### config.mk
export PLATFORM = sky130hd
export DESIGN_NAME = dmem_arbiter_flat
export DESIGN_NICKNAME = d
export VERILOG_FILES = /design/src/rtl/dmem_arbiter_if.sv /design/src/rtl/dmem_arbiter.sv /design/src/flat_wrapper.sv
export SDC_FILE = /design/constraint.sdc
export NUM_CORES = 1
export LEC_CHECK = 0
export BUFFER_PORTS_ARGS = -buffer_cell sky130_fd_sc_hd__buf_2
export CORE_ASPECT_RATIO = 2
export CORE_MARGIN = 8
export CORE_UTILIZATION = 50
export CTS_CLUSTER_DIAMETER = 40
export CTS_CLUSTER_SIZE = 25
export DETAILED_ROUTE_END_ITERATION = 8
export PLACE_DENSITY = 0.87
export RECOVER_POWER = 50
export SLEW_MARGIN = 20
export SYNTH_ARGS = -nofsm -noshare
export SYNTH_HDL_FRONTEND = slang
export SYNTH_SLANG_ARGS = --single-unit
### constraint.sdc
create_clock -name clk -period 7.3 [get_ports clk]
set_input_delay 0.73 -clock clk [delete_from_list [all_inputs] [get_ports clk]]
set_output_delay 0.73 -clock clk [all_outputs]
set_load 0.02 [all_outputs]
### src/rtl/dmem_arbiter_if.sv
// Bundle of the two requester ports and the single data-memory port.
// slave: the arbiter's view; master: the requesters/memory side.
interface dmem_arbiter_if;
  logic        p0_req, p0_we, p0_ack, p0_err;
  logic [31:0] p0_addr, p0_wdata, p0_rdata;
  logic [2:0]  p0_func3;
  logic        p1_req, p1_we, p1_ack, p1_err;
  logic [31:0] p1_addr, p1_wdata, p1_rdata;
  logic [2:0]  p1_func3;
  logic [31:0] mem_addr, mem_write_data, mem_data_out;
  logic        mem_write, mem_read;
  logic [2:0]  mem_func3;

  modport slave (
    input  p0_req, p0_we, p0_addr, p0_wdata, p0_func3,
    output p0_ack, p0_rdata, p0_err,
    input  p1_req, p1_we, p1_addr, p1_wdata, p1_func3,
    output p1_ack, p1_rdata, p1_err,
    output mem_addr, mem_write_data, mem_write, mem_read, mem_func3,
    input  mem_data_out
  );

  modport master (
    output p0_req, p0_we, p0_addr, p0_wdata, p0_func3,
    input  p0_ack, p0_rdata, p0_err,
    output p1_req, p1_we, p1_addr, p1_wdata, p1_func3,
    input  p1_ack, p1_rdata, p1_err,
    input  mem_addr, mem_write_data, mem_write, mem_read, mem_func3,
    output mem_data_out
  );
endinterface

### src/rtl/dmem_arbiter.sv
// Two-port round-robin arbiter/sequencer for the byte-addressed data memory.
// Each access is IDLE (grant + check) -> ACCESS (memory strobe) -> RESP (ack).
module dmem_arbiter #(
  parameter int MEM_BYTES = 1024
) (
  input logic           clk,
  input logic           rst,
  dmem_arbiter_if.slave bus
);
  typedef enum logic [1:0] {IDLE = 2'd0, ACCESS = 2'd1, RESP = 2'd2} state_t;

  state_t            state;
  logic              last_grant, gnt, gnt_q, lat_we, lat_err;
  logic              req_any, sel_we, sel_err;
  logic [31:0]       sel_addr, sel_wdata;
  logic [2:0]        sel_f3;
  logic [1:0]        ack_q, err_q;
  logic [1:0][31:0]  rdata_q;
  logic [31:0]       maddr_q, mwdata_q;
  logic              mwrite_q, mread_q;
  logic [2:0]        mf3_q;

  // Width code legality, natural alignment and range; the end address is
  // formed in 33 bits so accesses wrapping past 2^32 are rejected too.
  function automatic logic acc_err(input logic we, input logic [31:0] addr,
                                   input logic [2:0] f3);
    logic        bad_code, misal;
    logic [32:0] size, end_addr;
    bad_code = we ? (f3 > 3'd2) : (f3 == 3'd3 || f3 >= 3'd6);
    size     = (f3[1:0] == 2'd2) ? 33'd4 : (f3[1:0] == 2'd1) ? 33'd2 : 33'd1;
    misal    = (f3[1:0] == 2'd2 && addr[1:0] != 2'd0) ||
               (f3[1:0] == 2'd1 && addr[0]);
    end_addr = {1'b0, addr} + size;
    return bad_code | misal | (end_addr > 33'(MEM_BYTES));
  endfunction

  // Single requester wins; on a tie the port that did not win last time wins.
  assign req_any   = bus.p0_req | bus.p1_req;
  assign gnt       = bus.p1_req & (~bus.p0_req | ~last_grant);
  assign sel_we    = gnt ? bus.p1_we    : bus.p0_we;
  assign sel_addr  = gnt ? bus.p1_addr  : bus.p0_addr;
  assign sel_wdata = gnt ? bus.p1_wdata : bus.p0_wdata;
  assign sel_f3    = gnt ? bus.p1_func3 : bus.p0_func3;
  assign sel_err   = acc_err(sel_we, sel_addr, sel_f3);

  // Sequencer: all outputs are registers so mem_* is clean and the async
  // reset drops an in-flight strobe immediately.
  always_ff @(posedge clk or posedge rst) begin
    if (rst) begin
      state      <= IDLE;
      last_grant <= 1'b1;
      gnt_q      <= 1'b0;
      lat_we     <= 1'b0;
      lat_err    <= 1'b0;
      ack_q      <= '0;
      err_q      <= '0;
      rdata_q    <= '0;
      maddr_q    <= '0;
      mwdata_q   <= '0;
      mwrite_q   <= 1'b0;
      mread_q    <= 1'b0;
      mf3_q      <= '0;
    end else begin
      case (state)
        IDLE: if (req_any) begin
          gnt_q      <= gnt;
          last_grant <= gnt;
          lat_we     <= sel_we;
          lat_err    <= sel_err;
          if (!sel_err) begin
            maddr_q  <= sel_addr;
            mwdata_q <= sel_wdata;
            mf3_q    <= sel_f3;
            mwrite_q <= sel_we;
            mread_q  <= ~sel_we;
          end
          state <= ACCESS;
        end
        ACCESS: begin
          maddr_q        <= '0;
          mwdata_q       <= '0;
          mf3_q          <= '0;
          mwrite_q       <= 1'b0;
          mread_q        <= 1'b0;
          ack_q[gnt_q]   <= 1'b1;
          err_q[gnt_q]   <= lat_err;
          rdata_q[gnt_q] <= (!lat_we && !lat_err) ? bus.mem_data_out : 32'h0;
          state          <= RESP;
        end
        RESP: begin
          ack_q <= '0;
          err_q <= '0;
          state <= IDLE;
        end
        default: state <= IDLE;
      endcase
    end
  end

  assign bus.p0_ack         = ack_q[0];
  assign bus.p1_ack         = ack_q[1];
  assign bus.p0_err         = err_q[0];
  assign bus.p1_err         = err_q[1];
  assign bus.p0_rdata       = rdata_q[0];
  assign bus.p1_rdata       = rdata_q[1];
  assign bus.mem_addr       = maddr_q;
  assign bus.mem_write_data = mwdata_q;
  assign bus.mem_write      = mwrite_q;
  assign bus.mem_read       = mread_q;
  assign bus.mem_func3      = mf3_q;
endmodule

### src/flat_wrapper.sv
// flat-port wrapper written by rule: the top's interface ports become plain ports
module dmem_arbiter_flat 
#(
  parameter int MEM_BYTES = 1024
)
  (clk, rst, bus_p0_req, bus_p0_we, bus_p0_addr, bus_p0_wdata, bus_p0_func3, bus_p0_ack, bus_p0_rdata, bus_p0_err, bus_p1_req, bus_p1_we, bus_p1_addr, bus_p1_wdata, bus_p1_func3, bus_p1_ack, bus_p1_rdata, bus_p1_err, bus_mem_addr, bus_mem_write_data, bus_mem_write, bus_mem_read, bus_mem_func3, bus_mem_data_out);
  dmem_arbiter_if bus_i ();
  input logic clk;
  input logic rst;
  input wire logic [$bits(bus_i.p0_req)-1:0] bus_p0_req;
  input wire logic [$bits(bus_i.p0_we)-1:0] bus_p0_we;
  input wire logic [$bits(bus_i.p0_addr)-1:0] bus_p0_addr;
  input wire logic [$bits(bus_i.p0_wdata)-1:0] bus_p0_wdata;
  input wire logic [$bits(bus_i.p0_func3)-1:0] bus_p0_func3;
  output wire logic [$bits(bus_i.p0_ack)-1:0] bus_p0_ack;
  output wire logic [$bits(bus_i.p0_rdata)-1:0] bus_p0_rdata;
  output wire logic [$bits(bus_i.p0_err)-1:0] bus_p0_err;
  input wire logic [$bits(bus_i.p1_req)-1:0] bus_p1_req;
  input wire logic [$bits(bus_i.p1_we)-1:0] bus_p1_we;
  input wire logic [$bits(bus_i.p1_addr)-1:0] bus_p1_addr;
  input wire logic [$bits(bus_i.p1_wdata)-1:0] bus_p1_wdata;
  input wire logic [$bits(bus_i.p1_func3)-1:0] bus_p1_func3;
  output wire logic [$bits(bus_i.p1_ack)-1:0] bus_p1_ack;
  output wire logic [$bits(bus_i.p1_rdata)-1:0] bus_p1_rdata;
  output wire logic [$bits(bus_i.p1_err)-1:0] bus_p1_err;
  output wire logic [$bits(bus_i.mem_addr)-1:0] bus_mem_addr;
  output wire logic [$bits(bus_i.mem_write_data)-1:0] bus_mem_write_data;
  output wire logic [$bits(bus_i.mem_write)-1:0] bus_mem_write;
  output wire logic [$bits(bus_i.mem_read)-1:0] bus_mem_read;
  output wire logic [$bits(bus_i.mem_func3)-1:0] bus_mem_func3;
  input wire logic [$bits(bus_i.mem_data_out)-1:0] bus_mem_data_out;
  assign bus_i.p0_req = bus_p0_req;
  assign bus_i.p0_we = bus_p0_we;
  assign bus_i.p0_addr = bus_p0_addr;
  assign bus_i.p0_wdata = bus_p0_wdata;
  assign bus_i.p0_func3 = bus_p0_func3;
  assign bus_p0_ack = bus_i.p0_ack;
  assign bus_p0_rdata = bus_i.p0_rdata;
  assign bus_p0_err = bus_i.p0_err;
  assign bus_i.p1_req = bus_p1_req;
  assign bus_i.p1_we = bus_p1_we;
  assign bus_i.p1_addr = bus_p1_addr;
  assign bus_i.p1_wdata = bus_p1_wdata;
  assign bus_i.p1_func3 = bus_p1_func3;
  assign bus_p1_ack = bus_i.p1_ack;
  assign bus_p1_rdata = bus_i.p1_rdata;
  assign bus_p1_err = bus_i.p1_err;
  assign bus_mem_addr = bus_i.mem_addr;
  assign bus_mem_write_data = bus_i.mem_write_data;
  assign bus_mem_write = bus_i.mem_write;
  assign bus_mem_read = bus_i.mem_read;
  assign bus_mem_func3 = bus_i.mem_func3;
  assign bus_i.mem_data_out = bus_mem_data_out;
  dmem_arbiter #(.MEM_BYTES(MEM_BYTES)) u_core (.clk(clk), .rst(rst), .bus(bus_i));
endmodule
== Word-level counts from Yosys, hierarchy flattened ==
Index checks and enable logic that the tools add are counted.

* Word-level logic and storage cells: 83
* Bits in registers: 143
* Input port bits: 172

* Muxes and demuxes: 33
* Equal/unequal tests: 7
* Reduce and logical (&&, ||, !) cells: 14
* $add $sub $neg: 1
* Bitwise operators: 9
* $lt $le $gt $ge: 5

{| class="wikitable"
|+ Operators by type and width
! cell !! count
|-
| $mux 32 || 8
|-
| $pmux 32 s2 || 2
|-
| $bwmux 64 || 1
|-
| $add 32x33->33 || 1
|-
| $gt 33x11->1 const B || 1
|-
| $mux 33 || 1
|-
| $demux 32 s1 || 1
|-
| $pmux 2 s2 || 3
|-
| $mux 3 || 3
|-
| $mux 1 || 7
|-
| $pmux 3 s2 || 1
|-
| $reduce_bool 2->1 || 3
|-
| $eq 2x1->1 const B || 2
|-
| $eq 2x2->1 const B || 2
|-
| $logic_and 1x1->1 || 4
|-
| $mux 2 || 2
|-
| $or 1x1->1 || 4
|-
| $pmux 1 s2 || 2
|-
| $eq 3x2->1 const B || 1
|-
| $ge 3x3->1 const B || 1
|-
| $gt 3x2->1 const B || 1
|-
| $not 1->1 || 3
|-
| $reduce_and 3->1 || 1
|-
| $bwmux 2 || 1
|-
| 11 further kinds || 13
|}

== Longest topological paths before layout ==
Gate-level depths: netlist of run 1.

* Depth after elaboration: 13
* Mapped depth: 20
* Depth with buffers taken out: 16

== Worst setup path before layout of run 1 ==
Ideal clock, no wire load.

* Path type: input -> register
* Start point: input port bus_p1_req
* End point: register u_core.mread_q, in the netlist u_core.bus.mem_read
* Buffers on the path: 8
* Required time: 7.221 ns
* Arrival: 5.492 ns
* Setup time: 0.079 ns
* Stages: 19
* Path slack: 1.729 ns
* Path through: a21boi_2 > buf_6 > buf_2 > buf_2 > buf_1 > buf_1 > mux2i_1 > fa_1 > or4b_1 > o2111a_2 > or4_1 > buf_2 > nor3_1 > mux2i_1 > nor4b_2 > and4_1 > buf_6 > buf_12 > mux2i_1

* Word-level cells in the longest chain between the ends: 10
* Elaborated cells on any way between the ends: 29
* Those cells by class: add/sub (1); order compare (3); eq/ne (5); mux (9); bitwise (5); reduce/logical (6)

{| class="wikitable"
|+ Ends and longest elaborated chain
! element !! RTL line !! RTL
|-
| start: declaration || flat_wrapper.sv:18 || <nowiki>input wire logic [$bits(bus_i.p1_req)-1:0] bus_p1_req;</nowiki>
|-
| $and 1x1->1 || dmem_arbiter.sv:39 || <nowiki>assign gnt = bus.p1_req & (~bus.p0_req | ~last_grant);</nowiki>
|-
| $mux 3 || dmem_arbiter.sv:43 || <nowiki>assign sel_f3 = gnt ? bus.p1_func3 : bus.p0_func3;</nowiki>
|-
| $eq 2x1->1 || dmem_arbiter.sv:30, dmem_arbiter.sv:32 ||
|-
| $mux 2 || dmem_arbiter.sv:30 || <nowiki>size = (f3[1:0] == 2'd2) ? 33'd4 : (f3[1:0] == 2'd1) ? 33'd2 : 33'd1;</nowiki>
|-
| $mux 33 || dmem_arbiter.sv:30 ||
|-
| $add 32x33->33 || dmem_arbiter.sv:33 || <nowiki>end_addr = {1'b0, addr} + size;</nowiki>
|-
| $gt 33x11->1 || dmem_arbiter.sv:34 || <nowiki>return bad_code | misal | (end_addr > 33'(MEM_BYTES));</nowiki>
|-
| $or 1x1->1 || dmem_arbiter.sv:34 ||
|-
| $ne 2x2->1 (no line) || n/a ||
|-
| $reduce_and 3->1 (no line) || n/a ||
|-
| end signal: assignment || dmem_arbiter.sv:75 || <nowiki>mread_q <= ~sel_we;</nowiki>
|-
| end: declaration || dmem_arbiter.sv:20 || <nowiki>logic mwrite_q, mread_q;</nowiki>
|}

Parallel ways exist; a longest one is shown, timed or not. The select of a mux whose other input is x is not followed.
A chain may end at the register's enable or synchronous reset.

== Final worst setup path of run 1 ==
* Start point: input port bus_p1_req
* End point: register u_core.mwdata_q[13], in the netlist u_core.bus.mem_write_data[13]

* Word-level cells in the longest chain between the ends: 10
* Elaborated cells on any way between the ends: 29
* Those cells by class: add/sub (1); order compare (3); eq/ne (5); mux (10); bitwise (4); reduce/logical (6)

{| class="wikitable"
|+ Ends and longest elaborated chain
! element !! RTL line !! RTL
|-
| $and 1x1->1 || dmem_arbiter.sv:39 ||
|-
| $mux 3 || dmem_arbiter.sv:43 ||
|-
| $eq 2x1->1 || dmem_arbiter.sv:30, dmem_arbiter.sv:32 ||
|-
| $mux 2 || dmem_arbiter.sv:30 ||
|-
| $mux 33 || dmem_arbiter.sv:30 ||
|-
| $add 32x33->33 || dmem_arbiter.sv:33 ||
|-
| $gt 33x11->1 || dmem_arbiter.sv:34 ||
|-
| $or 1x1->1 || dmem_arbiter.sv:34 ||
|-
| $ne 2x2->1 (no line) || n/a ||
|-
| $reduce_and 3->1 (no line) || n/a ||
|-
| end signal: assignment || dmem_arbiter.sv:72 || <nowiki>mwdata_q <= sel_wdata;</nowiki>
|-
| end: declaration || dmem_arbiter.sv:19 || <nowiki>logic [31:0] maddr_q, mwdata_q;</nowiki>
|}

Parallel ways exist; a longest one is shown, timed or not. The select of a mux whose other input is x is not followed.

==> results of run 1 <==
==> per-layer routing <==
metal  up-vias  track usage
met3       105      0.06340
met1      3756       0.2614
met4         0       0.1753
met5         -            0
li1       3705            -
met2       455       0.5107
==> report_power, final <==
| part | switching [uW] | total, uW | leakage [uW] | internal (uW) |
|---|---|---|---|---|
| Clock | 345 | 928 | 0.000304 | 582 |
| Combinational | 500 | 733 | 0.00243 | 233 |
| Sequential | 28.0 | 854 | 0.00197 | 826 |
==> flip-flops by register name, indices dropped and copies added, names as in the netlist <==
| register | count |
|---|---|
| u_core.bus.mem_read | 1 |
| u_core.lat_we | 1 |
| u_core.bus.mem_func3 | 3 |
| u_core.bus.mem_write_data | 32 |
| u_core.state | 2 |
| u_core.err_q | 2 |
| u_core.bus.mem_write | 1 |
| u_core.bus.mem_addr | 32 |
| u_core.last_grant | 1 |
| u_core.gnt_q | 1 |
| u_core.ack_q | 2 |
| u_core.bus.p0_rdata | 32 |
| u_core.bus.p1_rdata | 32 |
| u_core.lat_err | 1 |
==> final timing paths <==
check | startpoint | endpoint | slack [ns] | depth (start not counted)
worst max-delay path | bus_p1_req | u_core.bus.mem_write_data[13] | 1.79 | 16
worst min-delay path | u_core.bus.p1_rdata[24] | u_core.bus.p1_rdata[24] | 0.48 | 2
worst max register to register | u_core.last_grant | u_core.bus.mem_write_data[13] | 1.84 | 15
worst min register to register | u_core.bus.p1_rdata[24] | u_core.bus.p1_rdata[24] | 0.48 | 2
max in group asynchronous | rst | u_core.bus.p1_rdata[20] | 3.98 | 3
min in group asynchronous | rst | u_core.bus.p0_rdata[6] | 1.30 | 2
==> critical path: cells and delay by family <==
| kind | cells | cell delay [ns] |
|---|---|---|
| compound gates | 3 | 0.89 |
| fa+ha+maj | 3 | 0.92 |
| buf+inv | 4 | 0.73 |
| mux | 2 | 0.57 |
| simple gates | 4 | 1.99 |
==> area by class of cell <==
type,count,area share
clock inverter,13,0.01811
timing repair buffer,317,0.1432
clock buffer,19,0.04332
tap,204,0.02497
sequential,143,0.3501
multi-input combinational,693,0.4135
inverter,18,0.006731
==> kinds of logic after synthesis <==
logic type | Yosys count | share of synthesized area
adder cells (fa/ha/maj) | 12 | 0.01924
XOR/XNOR | 15 | 0.01604
AO/OA/AOI/OAI | 176 | 0.1318
buffers and inverters | 77 | 0.04978
AND/OR/NAND/NOR | 408 | 0.2431
multiplexers | 82 | 0.1031
flip-flops | 143 | 0.4369
==> placed cells by master (no fill, tap or decap), types with 6 or more instances in the layout <==
cell and instances:
xor2_1 6, a21o_1 34, clkbuf_16 17, nor3b_2 22, dfrtp_1 142, inv_1 17, or2_2 12, o21ai_0 86
nor4_1 7, a21oi_1 18, a31oi_1 6, xnor2_1 9, clkbuf_1 127, buf_4 8, nand4_1 7, nand3_1 25
nand2_1 247, mux2i_1 76, nand2b_1 6, nor2_1 26, nor3_1 22, ha_1 10, buf_2 182
==> stage by stage <==
| step | util | instances | instance area (um^2) | power (uW) |
|---|---|---|---|---|
| after floorplan | - | 913 | 8193 | 1362 |
| after global placement | 0.6028 | 1375 | 9757 | 1579 |
| after detailed placement | 0.6028 | 1375 | 9757 | 1591 |
| after CTS | 0.6416 | 1407 | 10390 | 2529 |
| after global routing | 0.6316 | 1407 | 10220 | 2621 |
| final | 0.6316 | 1407 | 10220 | 2515 |
==> results.sh, run 1 <==
export IMPL_io_pins=309
export IMPL_dr_pass1_iters=9
export IMPL_slew_headroom=-1.326
export IMPL_first_iter_violations=409
export IMPL_slowest_stage="or4_1"
export IMPL_die_y_um=197.0
export IMPL_drt_wl_total_um=29710
export IMPL_vias=8021
export IMPL_cts_clk_slew_worst_paths_ns=0.06
export IMPL_rsz0062_at_grt="false"
export IMPL_top_layer_used="met4"
export IMPL_post_route_min_period_ns=5.512
export IMPL_die_area_um2=20990
export IMPL_synth_area_leaders="dfrtp_1 (43%), nand2_1 (11%), mux2i_1 (9.3%)"
export IMPL_tightest_slew_ns=3.471
export IMPL_powerDensity_nw_per_um2=246.0
export IMPL_max_stage_delay_ns=0.75
export IMPL_whs_ns=0.4826
export IMPL_fin_tns_setup_ns=0
export IMPL_fin_worst_skew_ns=0.006875
export IMPL_critPathMaxFanout=21
export IMPL_hold_class="flop to flop"
export IMPL_post_synth_top_area_fraction=0.4337
export IMPL_clk_latency_ns=0.42
export IMPL_initial_core_util=0.5062
export IMPL_synth_seq_cells=143
export IMPL_fin_nets=1374
export IMPL_synth_area_um2=8193
export IMPL_timing_fmax_mhz=181.4
export IMPL_netlist_cell_type_count=64
export IMPL_cts_sinks=143
export IMPL_async_reset_ff_frac=1.000
export IMPL_failed_checks="max-capacitance violations, max-slew violations"
export IMPL_met3_length_um=2243
export IMPL_die_w_um=106.5
export IMPL_hpwl_um=22270
export IMPL_p_leak_uw=0.004707
export IMPL_globalRouteTotalUtil=0.2747
export IMPL_fillCellCount=1413
export IMPL_regArea_um2=3580
export IMPL_finalCritPeriodShare=0.7551
export IMPL_post_cts_resized=0
export IMPL_port_buffers=308
export IMPL_drv_slew=80
export IMPL_cp_arrival_ns=5.85
export IMPL_cts_hold_buf=0
export IMPL_antenna_found_initial=0
export IMPL_setup_violations=0
export IMPL_syn_area_per_cell_um2=8.974
export IMPL_synth_largest_area_cell="dfrtp_1"
export IMPL_cts_tree="yes"
export IMPL_required_ns=7.64
export IMPL_syn_inst=913
export IMPL_synth_edff_count=0
export IMPL_max_clock_path_buffers=2
export IMPL_numCtsBuffers=17
export IMPL_met2_length_um=15930
export IMPL_drc_errors=0
export IMPL_drive_gt1_frac=0.2294
export IMPL_grt_max_degree=80
export IMPL_via_per_inst=5.701
export IMPL_gp_congestion=0.9694
export IMPL_htree_levels=4
export IMPL_ys_seq_area_frac=0.4369
export IMPL_pre_cts_ws_ns=1.383
export IMPL_overflow=0
export IMPL_critPathLaunchType="input port"
export IMPL_core_area_um2=16190
export IMPL_met1_length_um=9743
export IMPL_status="complete, but fails checks"
export IMPL_crit_type="input port to flop"
export IMPL_multi_input_area_um2=4228
export IMPL_synth_warnings=0
export IMPL_worstSetupEndpointType="flop"
export IMPL_grt_pass1_wl_um=44550
export IMPL_synth_nets=1097
export IMPL_synth_most_common_cell="nand2_1"
export IMPL_ctsRootBufferMaster="clkbuf_16"
export IMPL_rows=66
export IMPL_setup_slack_ns=1.788
export IMPL_ir_drop_uv=132.4
export IMPL_ant_nets=0
export IMPL_areaGrowthSynthToFinish_pct=24.79
export IMPL_wl_per_cell_um=21.12
export IMPL_maxCapViolations=1
export IMPL_synth_ff_type="dfrtp_1"
export IMPL_antenna_cells=0
export IMPL_yosys_top_cells_count="nand2_1 (248), dfrtp_1 (142), o21ai_0 (86)"
export IMPL_first_global_vias=8181
export IMPL_crit_chain="buf_2, a21boi_4, mux2i_1, inv_1, ha_1, ha_1, inv_1, fa_1, or4b_1, o2111a_2, or4_1, nand2b_1, a2111oi_0, and4_4, buf_4, mux2i_1"
export IMPL_cts_setup_buffers=0
export IMPL_hold_viol=0
(Power assumes the default switching activity.)
==> run 2, diff against run 1 <==
Settings changed: CORE_UTILIZATION 50 to 45, PLACE_DENSITY 0.87 to 0.83.
Clock period 7.3 ns to 4.95 ns, I/O delays scaled along.
==> results.sh, run 2 (synthesized netlist as in run 1, its figures left out) <==
export IMPL_vias=7876
export IMPL_setup_slack_ns=0.2447
export IMPL_first_iter_violations=580
export IMPL_cp_arrival_ns=5.02
export IMPL_post_route_min_period_ns=4.705
export IMPL_setup_violations=0
export IMPL_antenna_found_initial=4
export IMPL_final_cell_area_um2=10290
export IMPL_cts_clk_slew_worst_paths_ns=0.06
export IMPL_hold_class="input port to flop"
export IMPL_ir_drop_uv=300.4
export IMPL_first_global_vias=8121
export IMPL_clk_latency_ns=0.41
export IMPL_drt_wl_total_um=25420
export IMPL_final_common_cell="nand2_1"
export IMPL_die_w_um=111.4
export IMPL_via_per_inst=5.508
export IMPL_initial_core_util=0.4541
export IMPL_globalRouteTotalUtil=0.2137
export IMPL_crit_chain="a21bo_2, mux2i_2, buf_4, ha_1, inv_1, fa_1, or4b_1, o2111a_2, buf_4, or3_1, a2111oi_0, a21oi_1, a211oi_1, and4_4, buf_12, mux2i_1"
export IMPL_slowest_stage="dfstp_2"
export IMPL_crit_type="flop to flop"
export IMPL_drive_gt1_frac=0.2358
export IMPL_p_leak_uw=0.004733
export IMPL_mostFrequentLayoutCells="nand2_1 (248), buf_2 (182), dfrtp_1 (142)"
export IMPL_dr_pass1_iters=5
export IMPL_hold_viol=0
export IMPL_timing_fmax_mhz=212.5
export IMPL_finalCritPeriodShare=0.9506
export IMPL_grt_max_degree=81
export IMPL_fin_nets=1384
export IMPL_multi_input_area_um2=4244
export IMPL_grt_pass1_wl_um=40620
export IMPL_rows=70
export IMPL_worstSetupEndpointType="flop"
export IMPL_cts_hold_buf=0
export IMPL_slew_headroom=-1.273
export IMPL_post_cts_resized=0
export IMPL_pre_cts_ws_ns=-0.1401
export IMPL_die_y_um=206.8
export IMPL_critPathMaxFanout=31
export IMPL_htree_levels=4
export IMPL_whs_ns=0.3455
export IMPL_numCtsBuffers=17
export IMPL_port_buffers=308
export IMPL_die_area_um2=23040
export IMPL_cts_setup_buffers=0
export IMPL_areaGrowthSynthToFinish_pct=25.60
export IMPL_fillCellCount=1615
export IMPL_max_stage_delay_ns=0.57
export IMPL_core_area_um2=18040
export IMPL_post_route_util=0.5703
export IMPL_ant_nets=0
export IMPL_drc_errors=0
export IMPL_regArea_um2=3580
export IMPL_io_pins=309
export IMPL_max_clock_path_buffers=2
export IMPL_crit_path_frequent_cell="buf_4"
export IMPL_totalPowerFinal_uw=3545
export IMPL_drv_slew=81
export IMPL_hpwl_um=19420
export IMPL_critPathLaunchType="flop"
export IMPL_cts_sinks=143
export IMPL_powerDensity_nw_per_um2=344.5
export IMPL_fin_worst_skew_ns=0.008914
export IMPL_maxCapViolations=1
export IMPL_required_ns=5.27
export IMPL_gp_congestion=0.9456
export IMPL_ctsRootBufferMaster="clkbuf_16"
export IMPL_post_dp_cell_area_um2=9857
export IMPL_wl_per_cell_um=17.77
export IMPL_failed_checks="max-capacitance violations, max-slew violations"
export IMPL_overflow=0
export IMPL_tightest_slew_ns=3.391
export IMPL_cts_tree="yes"
export IMPL_status="complete, but fails checks"
[run 2: cell types whose count changed in the layout (fill, tap and decap cells not counted), sizes merged]
cell,change
clkinvlp,+1
buf,+10
bufinv,-2
diode,+1
clkbuf,+1
[run 2: area by class of cell]
| type | count | area share |
|---|---|---|
| diodes | 1 | 0.0002432 |
| clock buffers | 20 | 0.04244 |
| clock inverters | 12 | 0.01325 |
| inverters | 18 | 0.006688 |
| multi-input cells | 693 | 0.4125 |
| flip-flops and latches | 143 | 0.3479 |
| well taps | 216 | 0.02626 |
| repair buffers | 327 | 0.1508 |
[run 2: path summary, 6_finish.rpt]
path                                         startpoint                            to  slack, ns  depth (start not counted)
min in group asynchronous                           rst       u_core.bus.mem_addr[17]       1.08                          2
worst max-delay path                  u_core.last_grant  u_core.bus.mem_write_data[3]       0.24                         16
max in group asynchronous                           rst        u_core.bus.p1_rdata[5]       1.97                          3
worst min register to register  u_core.bus.p0_rdata[30]       u_core.bus.p0_rdata[30]       0.48                          2
worst max register to register        u_core.last_grant  u_core.bus.mem_write_data[3]       0.24                         16
worst min-delay path                         bus_p0_req             u_core.last_grant       0.35                          2
[run 2: metrics by stage]
stage,setup TNS (ns),cells
2_1_floorplan,0,913
3_3_place_gp,0,1397
3_5_place_dp,-4.712,1397
4_1_cts,0,1429
5_1_grt,-0.009868,1429
6_report,0,1430
[run 2: critical path, delay by kind of cell, from the launching register on]
kind | cells | cell delay, ns
buf+inv | 4 | 0.59
flops | 1 | 0.57
fa+ha+maj | 2 | 0.57
compound gates | 5 | 1.14
simple gates | 3 | 1.21
mux | 2 | 0.48
[run 2: report_power, final]
part           switching (uW)  internal [uW]  total, uW
combinational             697            359       1060
sequential               37.8           1220       1260
clock                     488            745       1230
[run 2: layer usage]
layer  vias to the layer above  share of wire  GRT usage
met2                       404           0.47     0.3418
met3                        46           0.10    0.07697
met4                         6          0.025    0.08625
met1                      3695           0.40     0.2563
met5                         -         0.0014          0
li1                       3725              -          -
